==> src/rtl/recip_pkg.sv <==
// -----------------------------------------------------------------------------
// recip_pkg
// Shared constants and types for the single-precision reciprocal output stage:
// operand class encodings, IEEE-754 constants, result flag bit positions, the
// side-band record that travels with each issued operand, and the packed
// result record stored in the output FIFO.
// -----------------------------------------------------------------------------
package recip_pkg;

  // Operand class encodings (iss_cls)
  localparam logic [1:0] CLS_NORM = 2'd0;
  localparam logic [1:0] CLS_ZERO = 2'd1;  // zero or subnormal input
  localparam logic [1:0] CLS_INF  = 2'd2;
  localparam logic [1:0] CLS_NAN  = 2'd3;

  localparam int          F32_BIAS = 127;
  localparam logic [31:0] QNAN     = 32'h7FC0_0000;

  // Bit positions inside the 3-bit flag word {dz, uf, nx}
  localparam int FLG_DZ = 2;
  localparam int FLG_UF = 1;
  localparam int FLG_NX = 0;

  // Per-operand side-band, delayed to line up with the multiplier product
  typedef struct packed {
    logic       sign;
    logic [7:0] exp;
    logic [1:0] cls;
  } sband_t;

  // One packed result as queued in the output FIFO
  typedef struct packed {
    logic [2:0]  flags;
    logic [31:0] data;
  } res_t;

endpackage

==> src/rtl/recip_out_fifo.sv <==
// -----------------------------------------------------------------------------
// recip_out_fifo
// Order-preserving, first-word fall-through synchronous FIFO with occupancy
// output. The head entry is visible on dout_o whenever count_o is non-zero;
// dout_o reads as zero while empty (and therefore while in reset).
//
// Ports:
//   clk      in   clock
//   rst_n    in   asynchronous active-low reset (pointers and count only)
//   push_i   in   write din_i at the tail this cycle
//   din_i    in   WIDTH-bit entry to write
//   pop_i    in   drop the head entry this cycle (only while non-empty)
//   dout_o   out  head entry
//   count_o  out  number of stored entries, 0..DEPTH
// -----------------------------------------------------------------------------
module recip_out_fifo #(
  parameter int DEPTH = 4,   // power of two, >= 2
  parameter int WIDTH = 35
) (
  input  logic                     clk,
  input  logic                     rst_n,
  input  logic                     push_i,
  input  logic [WIDTH-1:0]         din_i,
  input  logic                     pop_i,
  output logic [WIDTH-1:0]         dout_o,
  output logic [$clog2(DEPTH):0]   count_o
);

  localparam int AW = $clog2(DEPTH);

  logic [WIDTH-1:0] mem_q [DEPTH];
  logic [AW-1:0]    wr_q, wr_d;
  logic [AW-1:0]    rd_q, rd_d;
  logic [AW:0]      cnt_q, cnt_d;

  // Pointers wrap naturally because DEPTH is a power of two.
  always_comb begin
    wr_d  = wr_q;
    rd_d  = rd_q;
    cnt_d = cnt_q;
    if (push_i) wr_d = wr_q + 1'b1;
    if (pop_i)  rd_d = rd_q + 1'b1;
    cnt_d = cnt_q + {{AW{1'b0}}, push_i} - {{AW{1'b0}}, pop_i};
  end

  always_ff @(posedge clk or negedge rst_n) begin
    if (!rst_n) begin
      wr_q  <= '0;
      rd_q  <= '0;
      cnt_q <= '0;
    end else begin
      wr_q  <= wr_d;
      rd_q  <= rd_d;
      cnt_q <= cnt_d;
    end
  end

  always_ff @(posedge clk) begin
    if (push_i) mem_q[wr_q] <= din_i;
  end

  assign dout_o  = (cnt_q != '0) ? mem_q[rd_q] : '0;
  assign count_o = cnt_q;

  // Upstream credit accounting must never let the FIFO overflow.
  a_no_overflow: assert property (@(posedge clk) disable iff (!rst_n)
    !(push_i && !pop_i && (cnt_q == (AW+1)'(DEPTH))));

  a_no_underflow: assert property (@(posedge clk) disable iff (!rst_n)
    !(pop_i && (cnt_q == '0)));

endmodule

==> src/rtl/flt_recip_pack.sv <==
// -----------------------------------------------------------------------------
// flt_recip_pack
// Output stage of the single-precision reciprocal datapath. Each issued
// operand's side-band (sign, exponent, class) is delayed MULT_LAT cycles so it
// meets the multiplier product P; both are captured in the round register, then
// normalised, rounded to nearest-even and packed into an IEEE-754 result that
// is queued in a FWFT output FIFO behind a valid/ready interface. Issue is
// throttled by a credit count covering queued plus in-flight results.
//
// Ports:
//   clk        in   clock
//   rst_n      in   asynchronous active-low reset
//   iss_vld    in   operand issued to the multiplier this cycle
//   iss_rdy    out  one more result can be absorbed (registered)
//   iss_sign   in   operand sign
//   iss_exp    in   operand biased exponent
//   iss_cls    in   operand class (NORM/ZERO/INF/NAN)
//   mul_p      in   48-bit product, reciprocal mantissa r = P / 2^46
//   out_vld    out  result available at the FIFO head
//   out_rdy    in   consumer accepts the head result
//   out_data   out  packed float result
//   out_flags  out  {dz, uf, nx}
// -----------------------------------------------------------------------------
module flt_recip_pack
  import recip_pkg::*;
#(
  parameter int MULT_LAT   = 2,  // 0..4
  parameter int FIFO_DEPTH = 4   // power of two, >= 2
) (
  input  logic        clk,
  input  logic        rst_n,
  input  logic        iss_vld,
  output logic        iss_rdy,
  input  logic        iss_sign,
  input  logic [7:0]  iss_exp,
  input  logic [1:0]  iss_cls,
  input  logic [47:0] mul_p,
  output logic        out_vld,
  input  logic        out_rdy,
  output logic [31:0] out_data,
  output logic [2:0]  out_flags
);

  localparam int CW = $clog2(FIFO_DEPTH + 1);
  localparam logic signed [9:0] E_HI = 10'(2 * F32_BIAS);  // exponent when P[46]=1

  // Normalise, round to nearest-even and pack one result.
  function automatic res_t pack_result(input sband_t sb, input logic [46:0] p);
    res_t               r;
    logic [22:0]        man;
    logic               g;
    logic               s;
    logic signed [9:0]  e;
    logic [23:0]        man_r;
    r     = '0;
    man   = '0;
    g     = 1'b0;
    s     = 1'b0;
    e     = '0;
    man_r = '0;
    case (sb.cls)
      CLS_ZERO: begin
        r.data          = {sb.sign, 8'hFF, 23'b0};
        r.flags[FLG_DZ] = 1'b1;
      end
      CLS_INF:  r.data = {sb.sign, 31'b0};
      CLS_NAN:  r.data = QNAN;
      default: begin
        // r in (0.5,1]: leading one is P[46] only for r == 1.0
        if (p[46]) begin
          man = p[45:23];
          g   = p[22];
          s   = |p[21:0];
          e   = E_HI - $signed({2'b00, sb.exp});
        end else begin
          man = p[44:22];
          g   = p[21];
          s   = |p[20:0];
          e   = E_HI - 10'sd1 - $signed({2'b00, sb.exp});
        end
        if (e <= 10'sd0) begin
          // No subnormal outputs: flush to signed zero
          r.data          = {sb.sign, 31'b0};
          r.flags[FLG_UF] = 1'b1;
          r.flags[FLG_NX] = 1'b1;
        end else begin
          man_r = {1'b0, man} + {23'b0, g & (s | man[0])};
          // Mantissa carry leaves man_r[22:0] == 0; bump the exponent
          if (man_r[23]) e = e + 10'sd1;
          r.data          = {sb.sign, e[7:0], man_r[22:0]};
          r.flags[FLG_NX] = g | s;
        end
      end
    endcase
    return r;
  endfunction

  logic            issue;
  logic            pop;
  sband_t          iss_sb;
  sband_t          tl_sb;
  logic            tl_vld;
  logic            rnd_vld_q;
  sband_t          rnd_sb_q;
  logic [46:0]     rnd_p_q;
  res_t            res_d;
  res_t            head;
  logic [CW-1:0]   occ_q, occ_d;
  logic            rdy_q, rdy_d;
  logic [$clog2(FIFO_DEPTH):0] fifo_cnt;
  logic            unused_p47;

  // P never exceeds 2^46, so bit 47 carries no information.
  assign unused_p47 = mul_p[47];

  assign iss_sb = {iss_sign, iss_exp, iss_cls};
  assign issue  = iss_vld & rdy_q;

  // ---- issue -> side-band delay line (MULT_LAT stages) ----
  generate
    if (MULT_LAT == 0) begin : g_nodly
      assign tl_vld = issue;
      assign tl_sb  = iss_sb;
    end else begin : g_dly
      logic   vld_q [MULT_LAT];
      sband_t sb_q  [MULT_LAT];

      always_ff @(posedge clk or negedge rst_n) begin
        if (!rst_n) begin
          for (int i = 0; i < MULT_LAT; i++) vld_q[i] <= 1'b0;
        end else begin
          vld_q[0] <= issue;
          for (int i = 1; i < MULT_LAT; i++) vld_q[i] <= vld_q[i-1];
        end
      end

      always_ff @(posedge clk) begin
        sb_q[0] <= iss_sb;
        for (int i = 1; i < MULT_LAT; i++) sb_q[i] <= sb_q[i-1];
      end

      assign tl_vld = vld_q[MULT_LAT-1];
      assign tl_sb  = sb_q[MULT_LAT-1];
    end
  endgenerate

  // ---- round register: side-band meets the product ----
  always_ff @(posedge clk) begin
    if (tl_vld) begin
      rnd_sb_q <= tl_sb;
      rnd_p_q  <= mul_p[46:0];
    end
  end

  // occ tracks FIFO entries plus in-flight results; moving an item from the
  // pipeline into the FIFO leaves it unchanged, so only issue and pop count.
  always_comb begin
    occ_d = occ_q + CW'(issue) - CW'(pop);
    rdy_d = (occ_d < CW'(FIFO_DEPTH));
  end

  always_ff @(posedge clk or negedge rst_n) begin
    if (!rst_n) begin
      rnd_vld_q <= 1'b0;
      occ_q     <= '0;
      rdy_q     <= 1'b0;
    end else begin
      rnd_vld_q <= tl_vld;
      occ_q     <= occ_d;
      rdy_q     <= rdy_d;
    end
  end

  // ---- round/pack -> output FIFO ----
  assign res_d = pack_result(rnd_sb_q, rnd_p_q);

  recip_out_fifo #(
    .DEPTH (FIFO_DEPTH),
    .WIDTH ($bits(res_t))
  ) u_fifo (
    .clk     (clk),
    .rst_n   (rst_n),
    .push_i  (rnd_vld_q),
    .din_i   (res_d),
    .pop_i   (pop),
    .dout_o  (head),
    .count_o (fifo_cnt)
  );

  assign out_vld   = (fifo_cnt != '0);
  assign pop       = out_vld & out_rdy;
  assign out_data  = head.data;
  assign out_flags = head.flags;
  assign iss_rdy   = rdy_q;

endmodule

==> config.mk <==
export PLATFORM = sky130hd
export DESIGN_NAME = flt_recip_pack
export DESIGN_NICKNAME = d
export VERILOG_FILES = /design/src/rtl/recip_pkg.sv /design/src/rtl/recip_out_fifo.sv /design/src/rtl/flt_recip_pack.sv
export SDC_FILE = /design/constraint.sdc
export NUM_CORES = 1
export LEC_CHECK = 0
export ABC_AREA = 0
export CORE_MARGIN = 2
export CORE_UTILIZATION = 35
export CTS_BUF_LIST = sky130_fd_sc_hd__clkbuf_8
export CTS_CLUSTER_SIZE = 40
export DETAILED_ROUTE_END_ITERATION = 8
export SLEW_MARGIN = 20
export SYNTH_ARGS = -nofsm -noshare
export SYNTH_HDL_FRONTEND = slang
export SYNTH_SLANG_ARGS = --single-unit
==> constraint.sdc <==
create_clock -name clk -period 3.5 [get_ports clk]
set_clock_uncertainty 0.05 [all_clocks]
set_input_delay 1.05 -clock clk [delete_from_list [all_inputs] [get_ports clk]]
set_output_delay 1.05 -clock clk [all_outputs]
set_load 0.05 [all_outputs]
Yosys cells after proc, flatten, opt, wreduce, memory -nomap -nowiden --
Memories as Yosys holds them, arrays and structs flattened. A register that Yosys moved wholly into a read port is not among the register bits. Cells that the tools add are included.
Storage, ports and cells: register bits after elaboration 61, bits in writable memories 162, input bits 63, output and inout port bits 37, logic and storage cells 52, memories kept 2
Memories:
- u_fifo.mem_q | words 4, bits a word 35, read ports 1, clocked after memory_dff 0, wr ports 1, line recip_out_fifo.sv:31 | logic [WIDTH-1:0] mem_q [DEPTH];
- g_dly.sb_q | words 2, bits a word 11, read ports 2, clocked after memory_dff 1, wr ports 2, line flt_recip_pack.sv:126 | sband_t sb_q [MULT_LAT];
Operators by class: add/sub/neg operators 10, order comparisons 2, eq/ne operators 3, mux-type cells 17, bitwise gates (word level) 5, reductions and logical operators 4
Operators with widths (number):
- 32-bit one-hot mux with 3 select lines | 1
- 23-bit two-way mux | 2
- 35-bit two-way mux | 1
- 33-bit two-way mux | 1
- 23-bit by 1-bit adder with 24-bit output | 1
- 22-bit OR reduction | 1
- 21-bit OR reduction | 1
- 10-bit two-way mux | 2
- 8-bit by 8-bit subtractor with 9-bit output (first input constant) | 2
- 10-bit by 1-bit <= comparator with 1-bit output (second input constant) | 1
- 8-bit by 2-bit adder with 8-bit output (second input constant) | 1
- 1-bit two-way mux | 8
- 8-bit two-way mux | 1
- 3-bit by 1-bit adder with 3-bit output | 2
- 3-bit by 1-bit subtractor with 3-bit output | 2
- 2-bit by 1-bit adder with 2-bit output (second input constant) | 2
- 2-bit equality test (second input constant) | 2
- 1-bit AND | 3
- 3-bit less-than comparator (second input constant) | 1
- 3-bit nonzero test | 1
- 3-bit OR reduction | 1
- 2-bit by 1-bit equality test with 1-bit output (second input constant) | 1
- 2-bit two-way mux | 1
- 1-bit bitwise OR | 2

Logic depth before layout (Yosys ltp) --
Gate-level depths: netlist of run 1.
depth in word-level cells 9, depth in mapped cells 15, gate-level depth less buffers 10

Hierarchy --
Synthesis of run 1 repeated with hierarchy kept, for this count alone.
Second synthesis, totals: cell total of the unflattened synthesis 619, area, all modules 10015.9 µm²
Modules (own cells, without submodules):
- recip_out_fifo | times used 1, cells an instance 255, area each 5724.2 µm², sequential area each 4379.2 µm²
- flt_recip_pack | times used 1, cells an instance 364, area each 4291.6 µm², sequential area each 2357.3 µm²

Worst setup path before layout of run 1 --
Ideal clock, no wire load.
kind reg2reg, start point register rnd_p_q[46], end point memory u_fifo.mem_q[0][22], data pin, setup time 0.201 ns, arrival 3.380 ns, data required time 3.249 ns, slack -0.131 ns, cell stages (with the launch flop) 15, buffers on the path 5, period minus slack after synthesis 3.631 ns, path through edfxtp_1 > buf_6 > buf_4 > buf_2 > clkbuf_1 > clkbuf_1 > nand2_1 > a21boi_0 > ha_1 > nand3_1 > or4_1 > nor3_1 > nand2_1 > xnor2_1 > o21ai_0
RTL lines:
- from (decl) | line flt_recip_pack.sv:105 | logic [46:0] rnd_p_q;
- from (signal assigned) | line flt_recip_pack.sv:151 | rnd_p_q <= mul_p[46:0];
- to (decl) | line recip_out_fifo.sv:31

Worst setup path in the final report of run 1 --
start point register u_fifo.rd_q[0], end point output out_data[22]
On the way: cells in the longest elaborated chain, start to end 2
RTL lines:
- from (decl) | line recip_out_fifo.sv:33 | logic [AW-1:0] rd_q, rd_d;
- from (signal assigned) | line recip_out_fifo.sv:53 | rd_q <= rd_d;
- memory 4 x 35 bit
- 35-bit two-way mux | line recip_out_fifo.sv:62 | assign dout_o = (cnt_q != '0) ? mem_q[rd_q] : '0;
- to (decl) | line flt_recip_pack.sv:40 | output logic [31:0] out_data,
Every way passes these cells.

==> results of run 1 <==
## cell type report
type,count,share of cell area [%]
Clock buffer,43,4.74
Clock inverter,26,0.973
Inverter,22,0.662
Multi-Input combinational cell,341,23.8
Sequential cell,234,54.0
Tap cell,378,3.79
Timing Repair Buffer,116,12.0
## worst max-delay path, stage by stage (launching register included)
cell and delay, ps:
dfrtp_4 550, buf_4 260, mux4_2 550, and2_1 210, buf_12 150
## power breakdown
part | total [mW] | internal, mW | leakage (nW) | switching (mW)
combinational | 4.57 | 2.15 | 1.77 | 2.43
sequential | 3.90 | 3.62 | 2.17 | 0.279
clock | 2.16 | 1.14 | 0.408 | 1.03
total | 10.6 | 6.90 | 4.35 | 3.73
## repair_timing
item                                    CTS  global route
gates resized for setup                   0             1
hold endpoints to repair                  0             0
endpoints found under the setup margin    0            13
## state kept, by name (all words and copies together), names as in the netlist
name and flops:
u_fifo.wr_q 2, g_dly.vld_q 1, tl_vld 1, u_fifo.mem_q 140, g_dly.sb_q 22, rnd_sb_q 11, iss_rdy 1, u_fifo.rd_q 2
rnd_vld_q 1, u_fifo.count_o 3, occ_q 3, rnd_p_q 47
## cell usage after synthesis (6+ instances only)
cell	count
nand2_1	20
xnor2_1	30
nor4_1	6
dfxtp_1	22
o21ai_0	8
and2_1	47
a31oi_1	6
mux2i_1	17
inv_1	21
edfxtp_1	198
nand4_1	10
nor2_1	30
ha_1	14
clkbuf_1	10
a21oi_1	11
a211oi_1	10
mux4_2	35
nor3_1	11
buf_2	12
xor2_1	13
nand3_1	12
dfrtp_1	14
## routing by layer
layer / vias up / global-route usage [%] / wire length (um)
met3: 37 / 3.82 / 1190
met2: 140 / 20.2 / 8370
met1: 2654 / 16.4 / 8080
met4: 0 / 4.27 / 424
met5: - / 0 / 0
li1: 2647 / - / -
## final timing paths
path                                            start                            end  depth (start not counted)
max                        u_fifo.rd_q[0]$_DFFE_PN0P_                   out_data[22]                          4
max reg2reg                     rnd_p_q[46]$_DFFE_PP_  u_fifo.mem_q[0][23]$_DFFE_PP_                          7
min                          g_dly.sb_q[0][7]$_DFF_P_       g_dly.sb_q[1][7]$_DFF_P_                          0
min in group asynchronous                       rst_n              iss_rdy$_DFF_PN0_                          1
max in group asynchronous                       rst_n     u_fifo.rd_q[0]$_DFFE_PN0P_                          1
min reg2reg                  g_dly.sb_q[0][7]$_DFF_P_       g_dly.sb_q[1][7]$_DFF_P_                          0
## logic make-up after synthesis
kind of cell / Yosys count
DFF: 234
and+or+nand+nor: 171
AOI/OAI and AO/OA: 58
muxes: 53
buffers and inverters: 49
xor gates and xnor gates: 43
adders and majority gates: 16
==> results.sh, run 1 <==
export IMPL_synth_yosys_seq_area_share_pct=67.9
export IMPL_hold_viol=0
export IMPL_grt_usage_pct=12.6
export IMPL_avgRoutedWirePerCell_um=15.6
export IMPL_synth_area_mux_share_pct=9.77
export IMPL_slew_viol_final=0
export IMPL_clkSinkCount=234
export IMPL_multi_input_area_um2=2970
export IMPL_design_area_um2=12500
export IMPL_syn_inst=624
export IMPL_antenna_left=0
export IMPL_critPathRequiredTime_ps=2400
export IMPL_dp_slack_ps=347
export IMPL_core_um2=27900
export IMPL_drive_gt1_share_pct=19.8
export IMPL_synthSimpleGateAreaFrac_pct=9.96
export IMPL_syn_to_final_growth_pct=25.7
export IMPL_die_h_um=172
export IMPL_route_detailed_drc=0
export IMPL_seq_area_um2=6740
export IMPL_endpoint_kind="primary output"
export IMPL_place_area_um2=11800
export IMPL_ys_ff_latch=234
export IMPL_ir_drop_v=0.000329
export IMPL_antenna_found_initial=0
export IMPL_instances_no_fill=1160
export IMPL_fin_crit_ps=3350
export IMPL_detailed_place_hpwl_um=12200
export IMPL_io_buffers=98
export IMPL_ios=100
export IMPL_finalWorstSetupSlack_ps=151
export IMPL_syn_area_um2=9920
export IMPL_num_vias=5478
export IMPL_arrival_ps=2250
export IMPL_vias_per_cell=4.72
export IMPL_cts_buffers=38
export IMPL_grt_pass1_vias=5503
export IMPL_synth_ff_type="edfxtp_1"
export IMPL_design_die_area_um2=29700
export IMPL_wl_um=18100
export IMPL_syn_mean_instance_area_um2=15.9
export IMPL_setup_viol=0
export IMPL_ys_types=67
export IMPL_drt_iter0_markers=239
export IMPL_crit_type="flip-flop to primary output"
export IMPL_reg2reg_slack_ps=400
export IMPL_clock_latency_ps=530
export IMPL_synth_compound_area_share_pct=4.26
export IMPL_synth_area_leader_cell="edfxtp_1"
export IMPL_p_leak_nw=4.35
export IMPL_synth_top_family_by_area="simple AND/OR/NAND/NOR gates"
export IMPL_synth_fp_nets=703
export IMPL_netlist_top_cells_area="edfxtp_1 (60%), mux4_2 (7.9%), dfxtp_1 (4.4%)"
export IMPL_status="completed"
export IMPL_htreeDepth=2
export IMPL_period_share_pct=95.7
export IMPL_fmax_mhz=299
export IMPL_yosysWarnings=0
export IMPL_cap_viol_max_count=0
export IMPL_fill_cells=2451
export IMPL_final_cell_mix="edfxtp_1 (198), clkdlybuf4s50_1 (63), and2_1 (47)"
export IMPL_async_flop_share_pct=5.98
export IMPL_cts_max_path_buffers=3
export IMPL_cts_tree="done"
export IMPL_dr_pass1_iters=4
export IMPL_powerDensity_nw_per_um2=852
export IMPL_rsz0062_at_grt="false"
export IMPL_cts_root_buffer="clkbuf_8"
export IMPL_num_rows=61
export IMPL_overflow=0
export IMPL_dp_cells=1091
export IMPL_synth_top_area_share_pct=59.9
export IMPL_grt_pass1_wl_um=28900
export IMPL_slew_headroom_pct=47.6
export IMPL_nets=832
export IMPL_synth_edf_count=198
export IMPL_crit_path_max_fanout=10
export IMPL_chipWidth_um=172
export IMPL_final_common_cell="edfxtp_1"
export IMPL_holdBufCountCts=0
export IMPL_postCtsSetupBuffers=0
export IMPL_synth_fa_ha_area_share_pct=2.17
export IMPL_hold_slack_ps=271
export IMPL_cp_start_kind="flip-flop"
export IMPL_hp_class="flip-flop to flip-flop"
export IMPL_antennaDiodeCount=0
export IMPL_start_util_pct=35.6
export IMPL_grt_max_degree=37
export IMPL_finalPower_mw=10.6
export IMPL_fin_util_pct=44.8
export IMPL_worst_pin_slew_ps=787
export IMPL_place_congestion=0.800
export IMPL_tns_ps=0
export IMPL_synth_xor_area_share_pct=3.80
export IMPL_clk_pin_slew_worst_paths_ps=60
No activity file was read; power rests on OpenSTA's default activity.
==> inputs of run 2 (changes only) <==
==> constraint.sdc (replaced) <==
create_clock -name clk -period 3.5 [get_ports clk]
set_clock_uncertainty 0.05 [all_clocks]
set_input_delay 0.35 -clock clk [delete_from_list [all_inputs] [get_ports clk]]
set_output_delay 0.35 -clock clk [all_outputs]
set_load 0.05 [all_outputs]
==> run 2 against run 1 <==
- die area did not move
- sequential power is essentially flat
- first-iteration DRC count fell by 13%
- sequential share of layout area up 1.7 points
- maximum frequency grew 6.9%
- cell count down 0.17%
- combinational power fell by 18%
- critical path type is now flip-flop to flip-flop
- critical endpoint is now u_fifo.mem_q[1][23]$_DFFE_PP_
==> results.sh, run 2 (synthesis gave the netlist of run 1 again) <==
export IMPL_cp_start_kind="flip-flop"
export IMPL_antenna_left=0
export IMPL_grt_pass1_vias=5464
export IMPL_instances_no_fill=1158
export IMPL_multi_input_area_um2=2970
export IMPL_setup_viol=0
export IMPL_finalWorstSetupSlack_ps=368
export IMPL_regToRegStartpoint="rnd_p_q[46]$_DFFE_PP_"
export IMPL_final_cell_mix="edfxtp_1 (198), clkdlybuf4s50_1 (98), and2_1 (47)"
export IMPL_slew_headroom_pct=37.7
export IMPL_largest_reg_flops=140
export IMPL_cts_root_buffer="clkbuf_8"
export IMPL_postCtsSetupBuffers=0
export IMPL_nets=831
export IMPL_worst_pin_slew_ps=934
export IMPL_grt_busiest_layer="met2"
export IMPL_arrival_ps=3340
export IMPL_hold_slack_ps=159
export IMPL_start_util_pct=35.6
export IMPL_drive_gt1_share_pct=15.3
export IMPL_detailed_place_hpwl_um=12000
export IMPL_vias_per_cell=4.65
export IMPL_fin_util_pct=43.4
export IMPL_clock_latency_ps=540
export IMPL_slew_viol_final=0
export IMPL_drt_iter0_markers=207
export IMPL_chipWidth_um=172
export IMPL_num_vias=5388
export IMPL_critPathRequiredTime_ps=3710
export IMPL_hp_class="input port to async pin"
export IMPL_io_buffers=98
export IMPL_largest_register="u_fifo.mem_q"
export IMPL_syn_to_final_growth_pct=21.8
export IMPL_fmax_mhz=319
export IMPL_overflow=0
export IMPL_grtUsageMet1_pct=16.5
export IMPL_dp_slack_ps=299
export IMPL_hold_viol=0
export IMPL_cts_max_path_buffers=3
export IMPL_die_h_um=172
export IMPL_route_detailed_drc=0
export IMPL_crit_type="flip-flop to flip-flop"
export IMPL_largestRegisters="u_fifo.mem_q: 140 flops, rnd_p_q: 47 flops, g_dly.sb_q: 22 flops"
export IMPL_p_leak_nw=4.14
export IMPL_cp_startpoint="rnd_p_q[46]$_DFFE_PP_"
export IMPL_fin_crit_ps=3130
export IMPL_period_share_pct=89.5
export IMPL_endpoint_kind="flip-flop"
export IMPL_antenna_found_initial=0
export IMPL_wl_um=18300
export IMPL_dp_cells=1089
export IMPL_status="completed"
export IMPL_ios=100
export IMPL_design_die_area_um2=29700
export IMPL_antennaDiodeCount=0
export IMPL_final_common_cell="edfxtp_1"
export IMPL_met2_usage_pct=20.3
export IMPL_num_rows=61
export IMPL_clkSinkCount=234
export IMPL_tns_ps=0
export IMPL_cts_buffers=39
export IMPL_powerDensity_nw_per_um2=809
export IMPL_grt_usage_pct=12.7
export IMPL_avgRoutedWirePerCell_um=15.8
export IMPL_htreeDepth=2
export IMPL_rsz0062_at_grt="false"
export IMPL_grtUsageMet3_pct=3.87
export IMPL_seq_area_um2=6740
export IMPL_grt_pass1_wl_um=29000
export IMPL_dr_pass1_iters=4
export IMPL_place_congestion=0.805
export IMPL_holdBufCountCts=0
export IMPL_crit_path_max_fanout=23
export IMPL_ir_drop_v=0.000395
export IMPL_core_um2=27900
export IMPL_ctsResizeCount=0
export IMPL_cts_tree="done"
export IMPL_cap_viol_max_count=0
export IMPL_fill_cells=2507
export IMPL_grt_max_degree=42
export IMPL_clk_pin_slew_worst_paths_ps=60
## run 2: worst paths after layout
| check | endpoint | slack [ps] | cells past startpoint |
|---|---|---|---|
| setup / recovery | u_fifo.mem_q[1][23]$_DFFE_PP_ | 370 | 8 |
| hold / removal | u_fifo.count_o[1]$_DFF_PN0_ | 160 | 1 |
| setup reg to reg | u_fifo.mem_q[1][23]$_DFFE_PP_ | 370 | 8 |
| hold reg to reg | g_dly.sb_q[1][5]$_DFF_P_ | 270 | 0 |
| max in group asynchronous | u_fifo.rd_q[0]$_DFFE_PN0P_ | 2790 | 1 |
| min in group clk | g_dly.sb_q[0][9]$_DFF_P_ | 200 | 1 |
## run 2: metrics by stage
step                total power [mW]  instance area [um^2]
floorplan                       6.56                  9920
global placement                7.74                 11400
detailed placement              7.78                 11400
CTS                             9.97                 12100
global route                    10.4                 12100
finish                          9.78                 12100
## run 2: report_power, final
group | switching [mW] | total (mW) | internal (mW)
combinational | 2.28 | 3.76 | 1.48
sequential | 0.258 | 3.88 | 3.62
clock | 1.05 | 2.15 | 1.10
## run 2: area by class of cell
| cell class | count | area share (%) |
|---|---|---|
| Inverter | 22 | 0.683 |
| Clock buffer | 41 | 4.67 |
| Sequential cell | 234 | 55.8 |
| Multi-Input combinational cell | 341 | 24.6 |
| Clock inverter | 28 | 1.17 |
| Timing Repair Buffer | 114 | 9.21 |
| Tap cell | 378 | 3.91 |
## run 2: critical path, cell delays in order (launching register included)
cell and delay [ps]:
edfxtp_1 430, buf_4 220, buf_4 320, mux2i_1 180, nor4_1 460, nand3_2 340, nor2_1 290, xnor2_1 90
o21ai_0 480
## run 2: layer usage
layer  share of wire (%)  up-vias
li1                    -     2638
met3                 6.7       32
met2                  46      126
met4                 2.1        0
met5                   0        -
met1                  45     2592
==> inputs of run 3 (changes only) <==
==> constraint.sdc (replaced) <==
create_clock -name clk -period 3.6 [get_ports clk]
set_clock_uncertainty 0.05 [all_clocks]
set_input_delay 0.36 -clock clk [delete_from_list [all_inputs] [get_ports clk]]
set_output_delay 0.36 -clock clk [all_outputs]
set_load 0.05 [all_outputs]
==> run 3 against run 2 <==
- first-iteration DRC count is 27% higher
- cell area barely moved
- combinational power fell by 2%
- worst setup slack improved by 39 ps
- critical endpoint is now out_data[17]
- highest routed layer unchanged
==> results.sh, run 3 (synthesis gave the netlist of run 1 again) <==
export IMPL_path_cells="buf_4, mux4_2, and2_1, clkdlybuf4s50_1"
export IMPL_wl_um=18400
export IMPL_antennaDiodeCount=0
export IMPL_rsz0062_at_grt="false"
export IMPL_grt_usage_pct=12.9
export IMPL_endpoint_kind="primary output"
export IMPL_slew_viol_final=0
export IMPL_vias_per_cell=4.60
export IMPL_grt_max_degree=43
export IMPL_antenna_left=0
export IMPL_cp_startpoint="u_fifo.rd_q[0]$_DFFE_PN0P_"
export IMPL_critical_path_top_delay_family="buffers and inverters"
export IMPL_arrival_ps=2780
export IMPL_clock_latency_ps=540
export IMPL_fill_cells=2470
export IMPL_num_vias=5312
export IMPL_clk_pin_slew_worst_paths_ps=60
export IMPL_detailed_place_hpwl_um=12000
export IMPL_crit_type="flip-flop to primary output"
export IMPL_grt_pass1_wl_um=29500
export IMPL_dr_pass1_iters=4
export IMPL_cts_root_buffer="clkbuf_8"
export IMPL_worst_pin_slew_ps=651
export IMPL_design_die_area_um2=29700
export IMPL_status="completed"
export IMPL_r2r_end="u_fifo.mem_q[1][22]$_DFFE_PP_"
export IMPL_grt_pass1_vias=5450
export IMPL_crit_path_max_fanout=22
export IMPL_start_util_pct=35.6
export IMPL_crit_buf_inv=2
export IMPL_cts_tree="done"
export IMPL_final_common_cell="edfxtp_1"
export IMPL_cp_start_kind="flip-flop"
export IMPL_drt_iter0_markers=263
export IMPL_ios=100
export IMPL_period_share_pct=88.7
export IMPL_num_rows=61
export IMPL_regToRegStartpoint="rnd_p_q[46]$_DFFE_PP_"
export IMPL_htreeDepth=2
export IMPL_slowest_delay_ps=700
export IMPL_hold_viol=0
export IMPL_dp_slack_ps=358
export IMPL_chipWidth_um=172
export IMPL_postCtsSetupBuffers=0
export IMPL_holdBufCountCts=0
export IMPL_core_um2=27900
export IMPL_slew_headroom_pct=56.5
export IMPL_setup_viol=0
export IMPL_powerDensity_nw_per_um2=791
export IMPL_largest_register="u_fifo.mem_q"
export IMPL_antenna_found_initial=0
export IMPL_fin_crit_ps=3190
export IMPL_nets=832
export IMPL_critical_path_endpoint="out_data[17]"
export IMPL_place_congestion=0.749
export IMPL_finalWorstSetupSlack_ps=406
export IMPL_ctsResizeCount=0
export IMPL_reg2regPathDepth=9
export IMPL_drive_gt1_share_pct=14.9
export IMPL_critPathRequiredTime_ps=3190
export IMPL_io_buffers=98
export IMPL_fin_util_pct=43.4
export IMPL_path_depth=4
export IMPL_cap_viol_max_count=0
export IMPL_ir_drop_v=0.000330
export IMPL_syn_to_final_growth_pct=21.9
export IMPL_hp_class="input port to async pin"
export IMPL_largestRegisters="u_fifo.mem_q: 140 flops, rnd_p_q: 47 flops, g_dly.sb_q: 22 flops"
export IMPL_critPathSlowestCell="clkdlybuf4s50_1"
export IMPL_p_leak_nw=4.17
export IMPL_cts_buffers=39
export IMPL_fmax_mhz=313
export IMPL_die_h_um=172
export IMPL_largest_reg_flops=140
export IMPL_avgRoutedWirePerCell_um=15.9
export IMPL_reg2reg_slack_ps=410
export IMPL_route_detailed_drc=0
export IMPL_cts_max_path_buffers=3
export IMPL_clkSinkCount=234
export IMPL_tns_ps=0
export IMPL_final_cell_mix="edfxtp_1 (198), clkdlybuf4s50_1 (98), and2_1 (47)"
export IMPL_overflow=0
[run 3: cell types whose count changed in the layout (fill, tap and decap cells not counted)]
| cell | change |
|---|---|
| inv_1 | +6 |
| buf_12 | -1 |
| clkinvlp_4 | -2 |
| clkbuf_8 | +1 |
| buf_4 | +2 |
| clkinv_1 | -5 |
| clkinv_2 | -4 |
| bufinv_16 | +1 |
[run 3: area by class of cell]
cell class / instances / area [um^2] / share of cell area (%)
repair buffers: 115 / 1110 / 9.17
clock buffers: 42 / 578 / 4.78
clock inverters: 24 / 140 / 1.16
flip-flops and latches: 234 / 6740 / 55.7
inverters: 22 / 82.6 / 0.683
well taps: 378 / 473 / 3.91
multi-input cells: 341 / 2970 / 24.6
[run 3: metrics by stage]
stage	cells	power [mW]	hold WS, ps	cell area, um^2
after floorplan	624	6.38	14.4	9920
after global placement	1090	7.52	263	11400
after detailed placement	1090	7.55	262	11400
after CTS	1156	9.75	163	12100
after global routing	1156	10.1	177	12100
final	1156	9.56	175	12100
[run 3: per-layer routing]
layer,global-route usage (%),up-vias,wire [um]
li1,-,2642,-
met1,17.5,2500,8650
met2,20.0,134,8010
met3,3.78,36,1270
met4,4.46,0,478
met5,0,-,0
[run 3: report_power, final]
part / total (mW) / switching (mW) / internal, mW
Combinational: 3.68 / 2.24 / 1.43
Clock: 2.15 / 1.00 / 1.15
Sequential: 3.74 / 0.224 / 3.52
Total: 9.56 / 3.47 / 6.10
[run 3: how the worst min path moves through the flow]
stage                              start                          end  slack, ps  cells after the start
3_3_place_gp    g_dly.sb_q[0][0]$_DFF_P_     g_dly.sb_q[1][0]$_DFF_P_        260                      0
4_1_cts                            rst_n  u_fifo.count_o[2]$_DFF_PN0_        160                      1
2_1_floorplan                      rst_n     g_dly.vld_q[1]$_DFF_PN0_         10                      0
6_report                           rst_n  u_fifo.count_o[2]$_DFF_PN0_        170                      1
3_5_place_dp   g_dly.sb_q[0][10]$_DFF_P_    g_dly.sb_q[1][10]$_DFF_P_        260                      0
5_1_grt                       iss_exp[5]     g_dly.sb_q[0][7]$_DFF_P_        180                      1
